## src/rtl/uart_tx_sequencer_if.sv

```systemverilog
// Host write port, baud generator handshake and serial line of one UART transmitter.
// cfg_parity_odd exists only when UART_TX_PARITY_EN is defined.
interface uart_tx_sequencer_if #(
    parameter int DATA_BITS = 8
);
    logic                 wr_en;
    logic [DATA_BITS-1:0] wr_data;
    logic                 full;
    logic                 ovf;
    logic [2:0]           cfg_baud_sel;
`ifdef UART_TX_PARITY_EN
    logic                 cfg_parity_odd;
`endif
    logic                 baud_en;
    logic [2:0]           baud_sel;
    logic                 baud_tick;
    logic                 tx;
    logic                 busy;
    logic                 done;

`ifdef UART_TX_PARITY_EN
    modport master (
        output wr_en, wr_data, cfg_baud_sel, cfg_parity_odd, baud_tick,
        input  full, ovf, baud_en, baud_sel, tx, busy, done
    );
    modport slave (
        input  wr_en, wr_data, cfg_baud_sel, cfg_parity_odd, baud_tick,
        output full, ovf, baud_en, baud_sel, tx, busy, done
    );
`else
    modport master (
        output wr_en, wr_data, cfg_baud_sel, baud_tick,
        input  full, ovf, baud_en, baud_sel, tx, busy, done
    );
    modport slave (
        input  wr_en, wr_data, cfg_baud_sel, baud_tick,
        output full, ovf, baud_en, baud_sel, tx, busy, done
    );
`endif
endinterface

```

## src/rtl/uart_tx_sequencer.sv

```systemverilog
// UART transmit sequencer: byte FIFO feeding a start/data/[parity]/stop serialiser paced by baud ticks.
// Optional parity bit enabled by defining UART_TX_PARITY_EN.
module uart_tx_sequencer #(
    parameter int DATA_BITS  = 8,
    parameter int FIFO_DEPTH = 4,
    parameter int STOP_BITS  = 1
) (
    input logic                Clk,
    input logic                Rst,
    uart_tx_sequencer_if.slave bus
);
    localparam int PTR_W = $clog2(FIFO_DEPTH);
    localparam int CNT_W = $clog2(DATA_BITS);

`ifdef UART_TX_PARITY_EN
    typedef enum logic [2:0] {IDLE, SYNC, START, DATA, PARITY, STOP} state_t;
`else
    typedef enum logic [2:0] {IDLE, SYNC, START, DATA, STOP} state_t;
`endif

    logic [DATA_BITS-1:0] mem [FIFO_DEPTH];
    logic [PTR_W-1:0]     wr_ptr, rd_ptr;
    logic [PTR_W:0]       count;
    logic                 push, pop, empty;
    logic [DATA_BITS-1:0] head;

    state_t               state, state_n;
    logic [DATA_BITS-1:0] shift, shift_n;
    logic [CNT_W-1:0]     bit_cnt, bit_cnt_n;
    logic                 stop_cnt, stop_cnt_n;
    logic                 tx_n, baud_en_n, done_n;
    logic [2:0]           baud_sel_n;
`ifdef UART_TX_PARITY_EN
    logic                 parity_odd, parity_bit;
`endif

    assign bus.full = (count == (PTR_W+1)'(FIFO_DEPTH));
    assign empty    = (count == '0);
    assign push     = bus.wr_en && !bus.full;
    assign head     = mem[rd_ptr];

    // NOTE: the storage array has no reset; count and pointers alone decide which entries are valid.
    always_ff @(posedge Clk) begin
        if (push) mem[wr_ptr] <= bus.wr_data;
    end

    // NOTE: sequential state uses <= so every register sees pre-edge values of the others.
    always_ff @(posedge Clk) begin
        if (Rst) begin
            wr_ptr  <= '0;
            rd_ptr  <= '0;
            count   <= '0;
            bus.ovf <= 1'b0;
        end else begin
            if (push) wr_ptr <= wr_ptr + 1'b1;
            if (pop)  rd_ptr <= rd_ptr + 1'b1;
            count   <= count + (PTR_W+1)'(push) - (PTR_W+1)'(pop);
            bus.ovf <= bus.wr_en && bus.full;
        end
    end

    // NOTE: every output of this block gets a default first, so no path can infer a latch.
    always_comb begin
        state_n    = state;
        shift_n    = shift;
        bit_cnt_n  = bit_cnt;
        stop_cnt_n = stop_cnt;
        tx_n       = bus.tx;
        baud_en_n  = bus.baud_en;
        baud_sel_n = bus.baud_sel;
        done_n     = 1'b0;
        pop        = 1'b0;
        case (state)
            IDLE: begin
                tx_n = 1'b1;
                if (!empty) begin
                    state_n    = SYNC;
                    baud_en_n  = 1'b1;
                    baud_sel_n = bus.cfg_baud_sel;
                end
            end
            SYNC: if (bus.baud_tick) begin
                pop     = 1'b1;
                shift_n = head;
                state_n = START;
                tx_n    = 1'b0;
            end
            START: if (bus.baud_tick) begin
                state_n   = DATA;
                bit_cnt_n = '0;
                tx_n      = shift[0];
            end
            DATA: if (bus.baud_tick) begin
                shift_n   = shift >> 1;
                bit_cnt_n = bit_cnt + 1'b1;
                if (bit_cnt == CNT_W'(DATA_BITS - 1)) begin
`ifdef UART_TX_PARITY_EN
                    state_n    = PARITY;
                    tx_n       = parity_bit;
`else
                    state_n    = STOP;
                    stop_cnt_n = 1'b0;
                    tx_n       = 1'b1;
`endif
                end else begin
                    tx_n = shift[1];
                end
            end
`ifdef UART_TX_PARITY_EN
            PARITY: if (bus.baud_tick) begin
                state_n    = STOP;
                stop_cnt_n = 1'b0;
                tx_n       = 1'b1;
            end
`endif
            STOP: if (bus.baud_tick) begin
                if (stop_cnt == 1'(STOP_BITS - 1)) begin
                    done_n = 1'b1;
                    // Back-to-back frames skip SYNC: the generator is already bit-aligned.
                    if (!empty) begin
                        pop     = 1'b1;
                        shift_n = head;
                        state_n = START;
                        tx_n    = 1'b0;
                    end else begin
                        baud_en_n = 1'b0;
                        state_n   = IDLE;
                        tx_n      = 1'b1;
                    end
                end else begin
                    stop_cnt_n = stop_cnt + 1'b1;
                end
            end
            default: state_n = IDLE;
        endcase
    end

    always_ff @(posedge Clk) begin
        if (Rst) begin
            state        <= IDLE;
            shift        <= '0;
            bit_cnt      <= '0;
            stop_cnt     <= 1'b0;
            bus.tx       <= 1'b1;
            bus.baud_en  <= 1'b0;
            bus.baud_sel <= 3'd0;
            bus.busy     <= 1'b0;
            bus.done     <= 1'b0;
        end else begin
            state        <= state_n;
            shift        <= shift_n;
            bit_cnt      <= bit_cnt_n;
            stop_cnt     <= stop_cnt_n;
            bus.tx       <= tx_n;
            bus.baud_en  <= baud_en_n;
            bus.baud_sel <= baud_sel_n;
            bus.busy     <= (state_n != IDLE);
            bus.done     <= done_n;
        end
    end

`ifdef UART_TX_PARITY_EN
    always_ff @(posedge Clk) begin
        if (Rst) begin
            parity_odd <= 1'b0;
            parity_bit <= 1'b0;
        end else begin
            if (state == IDLE && !empty) parity_odd <= bus.cfg_parity_odd;
            if (pop) parity_bit <= (^head) ^ parity_odd;
        end
    end
`endif
endmodule
```

## src/flat_wrapper.sv

```systemverilog
// flat-port wrapper written by rule: the top's interface ports become plain ports
module uart_tx_sequencer_flat 
#(
    parameter int DATA_BITS  = 8,
    parameter int FIFO_DEPTH = 4,
    parameter int STOP_BITS  = 1
)
  (Clk, Rst, bus_wr_en, bus_wr_data, bus_cfg_baud_sel, bus_baud_tick, bus_full, bus_ovf, bus_baud_en, bus_baud_sel, bus_tx, bus_busy, bus_done);
  uart_tx_sequencer_if #(.DATA_BITS(DATA_BITS)) bus_i ();
  input logic Clk;
  input logic Rst;
  input wire logic [$bits(bus_i.wr_en)-1:0] bus_wr_en;
  input wire logic [$bits(bus_i.wr_data)-1:0] bus_wr_data;
  input wire logic [$bits(bus_i.cfg_baud_sel)-1:0] bus_cfg_baud_sel;
  input wire logic [$bits(bus_i.baud_tick)-1:0] bus_baud_tick;
  output wire logic [$bits(bus_i.full)-1:0] bus_full;
  output wire logic [$bits(bus_i.ovf)-1:0] bus_ovf;
  output wire logic [$bits(bus_i.baud_en)-1:0] bus_baud_en;
  output wire logic [$bits(bus_i.baud_sel)-1:0] bus_baud_sel;
  output wire logic [$bits(bus_i.tx)-1:0] bus_tx;
  output wire logic [$bits(bus_i.busy)-1:0] bus_busy;
  output wire logic [$bits(bus_i.done)-1:0] bus_done;
  assign bus_i.wr_en = bus_wr_en;
  assign bus_i.wr_data = bus_wr_data;
  assign bus_i.cfg_baud_sel = bus_cfg_baud_sel;
  assign bus_i.baud_tick = bus_baud_tick;
  assign bus_full = bus_i.full;
  assign bus_ovf = bus_i.ovf;
  assign bus_baud_en = bus_i.baud_en;
  assign bus_baud_sel = bus_i.baud_sel;
  assign bus_tx = bus_i.tx;
  assign bus_busy = bus_i.busy;
  assign bus_done = bus_i.done;
  uart_tx_sequencer #(.DATA_BITS(DATA_BITS), .FIFO_DEPTH(FIFO_DEPTH), .STOP_BITS(STOP_BITS)) u_core (.Clk(Clk), .Rst(Rst), .bus(bus_i));
endmodule
```

## config.mk

```make
export PLATFORM = sky130hd
export DESIGN_NAME = uart_tx_sequencer_flat
export DESIGN_NICKNAME = d
export VERILOG_FILES = /design/src/rtl/uart_tx_sequencer_if.sv /design/src/rtl/uart_tx_sequencer.sv /design/src/flat_wrapper.sv
export SDC_FILE = /design/constraint.sdc
export NUM_CORES = 1
export LEC_CHECK = 0
export ABC_AREA = 1
export ABC_CLOCK_PERIOD_IN_PS = 4800
export CORE_ASPECT_RATIO = 0.8
export CORE_MARGIN = 4
export CORE_UTILIZATION = 50
export DETAILED_ROUTE_END_ITERATION = 16
export PLACE_DENSITY = 0.7
export SYNTH_ARGS = -nofsm -noshare
export SYNTH_HDL_FRONTEND = slang
export SYNTH_SLANG_ARGS = --single-unit
```

## constraint.sdc

```tcl
create_clock -name Clk -period 4.8 [get_ports Clk]
set_clock_uncertainty 0.05 [all_clocks]
set_input_delay 0.72 -clock Clk [delete_from_list [all_inputs] [get_ports Clk]]
set_output_delay 0.72 -clock Clk [all_outputs]
set_load 0.005 [all_outputs]
```

-- After elaboration in Yosys (flattened, before gate mapping)
Memory sizes are Yosys's and may differ from the RTL's. A register that Yosys moved wholly into a read port is not among the register bits.
Cells that the tools add are included.
- memory bits (writable): 32
- memories kept: 1
- word-level logic and storage cells: 102
- input port bits: 15
- register bits: 30
- memories (memory ; depth ; bits a word ; rd ports ; clocked after memory_dff ; write ports ; line ; RTL):
    u_core.mem ; 4 ; 8 ; 1 ; 1 ; 1 ; uart_tx_sequencer.sv:21 ; logic [DATA_BITS-1:0] mem [FIFO_DEPTH];
- equality and inequality tests: 15
- multiplexer cells: 46
- reductions and logical operators: 18
- add/subtract/negate cells: 6
- bitwise gates (word level): 3
- operators by type and width (operator ; count):
    8-bit two-way mux ; 5
    3-bit two-way mux ; 9
    8-bit one-hot mux with 3 select lines ; 1
    1-bit two-way mux ; 22
    3-bit one-hot mux with 5 select lines ; 1
    2-bit inequality test, second input constant ; 7
    6-bit AND reduction ; 2
    3-bit == test, second input constant ; 3
    3-bit by 2-bit == test with 1-bit output, second input constant ; 2
    3-bit logical NOT ; 2
    2-bit two-way mux ; 3
    1-bit one-hot mux with 2 select lines ; 3
    3-bit one-hot mux with 2 select lines ; 1
    2-bit nonzero test ; 3
    3-bit nonzero test ; 2
    1-bit one-hot mux with 5 select lines ; 1
    5-bit AND reduction ; 1
    5-bit nonzero test ; 1
    2-bit by 1-bit adder with 2-bit output, second input constant ; 2
    2-bit by 1-bit inequality test with 1-bit output, second input constant ; 2
    4-bit AND reduction ; 1
    3-bit by 1-bit adder with 3-bit output ; 1
    3-bit by 1-bit adder with 3-bit output, second input constant ; 1
    3-bit by 1-bit == test with 1-bit output, second input constant ; 1
    8 further kinds ; 11

-- Depth between registers and ports, before layout
- word-level depth: 7
- mapped depth: 11
- gate-level depth less buffers: 11

-- Worst setup path after synthesis
OpenSTA, ideal clock, no wires.
- path kind: in2reg
- start: input port bus_baud_tick
- end: register u_core.count[2]
- arrival time: 2.269 ns
- cell stages on the path: 9
- data required time: 4.672 ns
- library setup time: 0.078 ns
- path slack: 2.404 ns
- cell sequence: clkbuf_1 nand3_1 nand2_1 ha_1 inv_1 ha_1 fa_1 and3_1 nor3_1
- cells in the longest elaborated chain, start to end: 3
- elaborated cells between the ends (all ways): 4
- classes of those cells: 1 x add/sub; 3 x mux
- ends and longest elaborated chain (item ; line ; RTL):
    from (decl) ; flat_wrapper.sv:15 ; input wire logic [$bits(bus_i.baud_tick)-1:0] bus_baud_tick;
    1-bit two-way mux, on equally long branches ; uart_tx_sequencer.sv:116, uart_tx_sequencer.sv:82 ;
    1-bit one-hot mux with 2 select lines * ; uart_tx_sequencer.sv:73 ; case (state)
    net u_core.pop ; uart_tx_sequencer.sv:24 ; logic push, pop, empty;
    3-bit by 1-bit subtractor with 3-bit output * ; uart_tx_sequencer.sv:57 ; count <= count + (PTR_W+1)'(push) - (PTR_W+1)'(pop);
    to (signal assigned) ; uart_tx_sequencer.sv:57 ;
    to (decl) ; uart_tx_sequencer.sv:23 ; logic [PTR_W:0] count;
Mark *: on every way through the listed nets, which the timed path passes. The rest lies on a longest branch.
A chain may end at the register's enable or synchronous reset.

-- Final worst setup path
Same ends and word-level chain as after synthesis.

==> impl_metrics.json <==
{
  "cp.required_ns": 5.01,
  "port_buffers": 23,
  "finalCriticalPeriod_ns": 2.658,
  "antenna_found_initial": 0,
  "grt.total_usage": 0.1632,
  "synthCells": 355,
  "max_slew.worst_pin.slew_ns": 0.7492,
  "netlist.area_leader.share": 0.3317,
  "clockPowerShare": 0.286,
  "areaGrowthSynthToFinish_pct": 17.19,
  "seqPwrFrac": 0.429,
  "grt_overflow_total": 0,
  "peakVddDrop_mv": 0.2489,
  "syn_area_sq_mm": 0.002897,
  "cap_violations": 0,
  "drtIter0Drc": 157,
  "grt_max_degree": 18,
  "rr_endpoint": "u_core.count[2]$_SDFF_PP0_",
  "period_share": 0.5538,
  "critPathKind": "primary input to flop",
  "ys.flop_type": "edfxtp_1",
  "grt_pass1_vias": 1931,
  "synth_compound_area_frac": 0.03283,
  "viasPerCell": 4.592,
  "yosysTopAreaCell": "edfxtp_1",
  "hpwl_mm": 3.647,
  "seq_area_frac_synth": 0.5460,
  "worstSetupEndpointType": "flop",
  "whs_ns": 0.3965,
  "cp_max_fo": 8,
  "hold_end": "u_core.bus.ovf$_SDFF_PP0_",
  "final_cells": 463,
  "min_from": "u_core.count[0]$_SDFF_PP0_",
  "muxShareOfSynthArea": 0,
  "p_int_w": 0.001160,
  "postRouteWirelength_mm": 5.276,
  "postSynth.asyncResetShare": 0,
  "synth-xor-area-share": 0.003024,
  "swShare": 0.3169,
  "dieArea_sq_mm": 0.007082,
  "ys_warn_count": 0,
  "worstHoldPathType": "flop to flop",
  "synth_top_family_by_area": "simple AND/OR/NAND/NOR gates",
  "slew_headroom": 0.4987,
  "cts_root_buffer": "clkbuf_8",
  "rsz0062_at_grt": "false",
  "rows": 24,
  "drc": 0,
  "r2r_setup_slack_ns": 2.48,
  "grt_pass1_wl_mm": 8.894,
  "r2r-start": "u_core.count[1]$_SDFF_PP0_",
  "ant_nets": 0,
  "core_area_sq_mm": 0.005525,
  "post-place-ws_ns": 1.792,
  "ys_ff_latch": 63,
  "final_hold_viol_count": 0,
  "fin_setup_tns_ns": 0,
  "nets": 404,
  "path_clk_slew_ns": 0.07,
  "placed_cells": 447,
  "cts_resized": 0,
  "dieHeight_um": 76.08,
  "synth_area_leaders": "edfxtp_1 33%, dfxtp_1 21%, nand2_1 12%",
  "pwr-share-comb": 0.285,
  "h-tree-depth": 3,
  "power.switching_w": 0.0005383,
  "cts_sinks": 63,
  "cp.arrival_ns": 2.87,
  "cts_max_path_buffers": 2,
  "synth_nets": 379,
  "worstSetupStartpointType": "primary input",
  "avgSynthCellArea_sq_um": 8.159,
  "synth_top_cells_by_count": "92 x nand2_1, 68 x inv_1, 46 x nor2_1",
  "post_cts_buffers": 0,
  "initial_core_util": 0.5242,
  "fmax_mhz": 376.2,
  "setup_viol": 0,
  "synth_edf_count": 32,
  "postCtsHoldBufs": 0,
  "slew_viol_final": 0,
  "drive_gt1_frac": 0.07013,
  "hold_depth": 1,
  "die_w_um": 93.10,
  "p_per_area_mw_per_mm2": 500.5,
  "r2r_cells": 10,
  "drt-wirelength-per-cell_um": 11.40,
  "vias": 2126,
  "synth_simple_gate_area_share": 0.2691,
  "yosysMostFrequentCell": "nand2_1",
  "dr.pass1.iters": 4,
  "num_io_pins": 24,
  "cts_tree": "yes",
  "n_antenna_cell": 0,
  "clk_latency_ns": 0.33,
  "place.gp.congestion": 0.7877,
  "p_leak_nw": 1.600,
  "post_synth_num_cell_types": 22,
  "cts_made_buffers": 9,
  "synthAdderAreaFrac": 0.04147,
  "worst_slack_ns": 2.142,
  "outcome": "complete, no violations"
}
power groups by stage:
stage | Sequential (W) | Combinational [W] | Clock [W]
2_1_floorplan | 0.000723 | 0.000361 | 0
3_3_place_gp | 0.000736 | 0.000475 | 0
3_5_place_dp | 0.000739 | 0.000487 | 0
4_1_cts | 0.000730 | 0.000492 | 0.000497
5_1_grt | 0.000742 | 0.000567 | 0.000526
6_report | 0.000729 | 0.000484 | 0.000486
critical path: stages:
cell	delay, ns
clkdlybuf4s50_1	0.56
nand3_1	0.19
nand2_1	0.12
ha_1	0.29
inv_1	0.04
ha_1	0.20
fa_1	0.44
and3_1	0.19
nor3_1	0.12
area by class of cell:
| type | count | area (sq um) |
|---|---|---|
| fillers | 503 | 2131 |
| flip-flops and latches | 63 | 1582 |
| multi-input cells | 213 | 1003 |
| inverters | 70 | 262.8 |
| repair buffers | 23 | 230.2 |
| clock buffers | 14 | 183.9 |
| well taps | 78 | 97.59 |
| clock inverters | 2 | 35.03 |
cells in the final DEF (no fill, tap or decap), types with 2 or more instances in the layout:
| cell type | n |
|---|---|
| inv_2 | 2 |
| edfxtp_1 | 32 |
| clkbuf_8 | 11 |
| clkbuf_1 | 2 |
| dfxtp_1 | 31 |
| nor2_1 | 46 |
| ha_1 | 8 |
| nand3_1 | 27 |
| nand2_4 | 2 |
| nor3_1 | 6 |
| nand2_2 | 8 |
| inv_1 | 68 |
| nand2_1 | 92 |
| o21ai_0 | 9 |
| a21oi_1 | 10 |
| clkdlybuf4s50_1 | 23 |
kinds of logic after synthesis:
group / after synthesis
xor gates and xnor gates: 1
DFF: 63
and+or+nand+nor: 184
adders and majority gates: 9
buffers and inverters: 79
AOI/OAI and AO/OA: 19
routing by layer:
metal	GRT usage	part of all wire	vias to the layer above
met2	0.2394	0.45	32
met5	0	0	-
li1	-	-	1142
met4	0.05124	0.0093	0
met1	0.2192	0.48	946
met3	0.06811	0.058	6
flip-flops by register name, summed over array words and instances (netlist names), named ones only:
| name | cells |
|---|---|
| u_core.mem | 32 |
| u_core.shift | 8 |
| u_core.bit_cnt | 3 |
| u_core.bus.baud_sel | 3 |
| u_core.count | 3 |
| u_core.state | 3 |
| u_core.rd_ptr | 2 |
| u_core.wr_ptr | 2 |
| u_core.bus.baud_en | 1 |
| u_core.bus.busy | 1 |
| u_core.bus.done | 1 |
| u_core.bus.ovf | 1 |
| u_core.bus.tx | 1 |
stage by stage:
stage	util	power, W	area, sq um
final	0.6144	0.001699	3395
after global routing	0.6144	0.001835	3395
after CTS	0.6144	0.001718	3395
after detailed placement	0.5747	0.001226	3176
after global placement	0.5747	0.001211	3176
after floorplan	-	0.001084	2897
how the worst max path moves through the flow:
stage / endpoint / cells past startpoint / startpoint / slack (ns)
finish: u_core.count[2]$_SDFF_PP0_ / 9 / bus_baud_tick / 2.14
global route: u_core.count[2]$_SDFF_PP0_ / 9 / bus_baud_tick / 2.03
CTS: u_core.count[2]$_SDFF_PP0_ / 9 / bus_baud_tick / 2.15
floorplan: u_core.count[2]$_SDFF_PP0_ / 9 / bus_baud_tick / 2.40
detailed placement: u_core.count[2]$_SDFF_PP0_ / 9 / bus_baud_tick / 1.79
global placement: u_core.count[2]$_SDFF_PP0_ / 9 / bus_baud_tick / 1.87
Note: power is estimated with default switching activity, not from simulation.
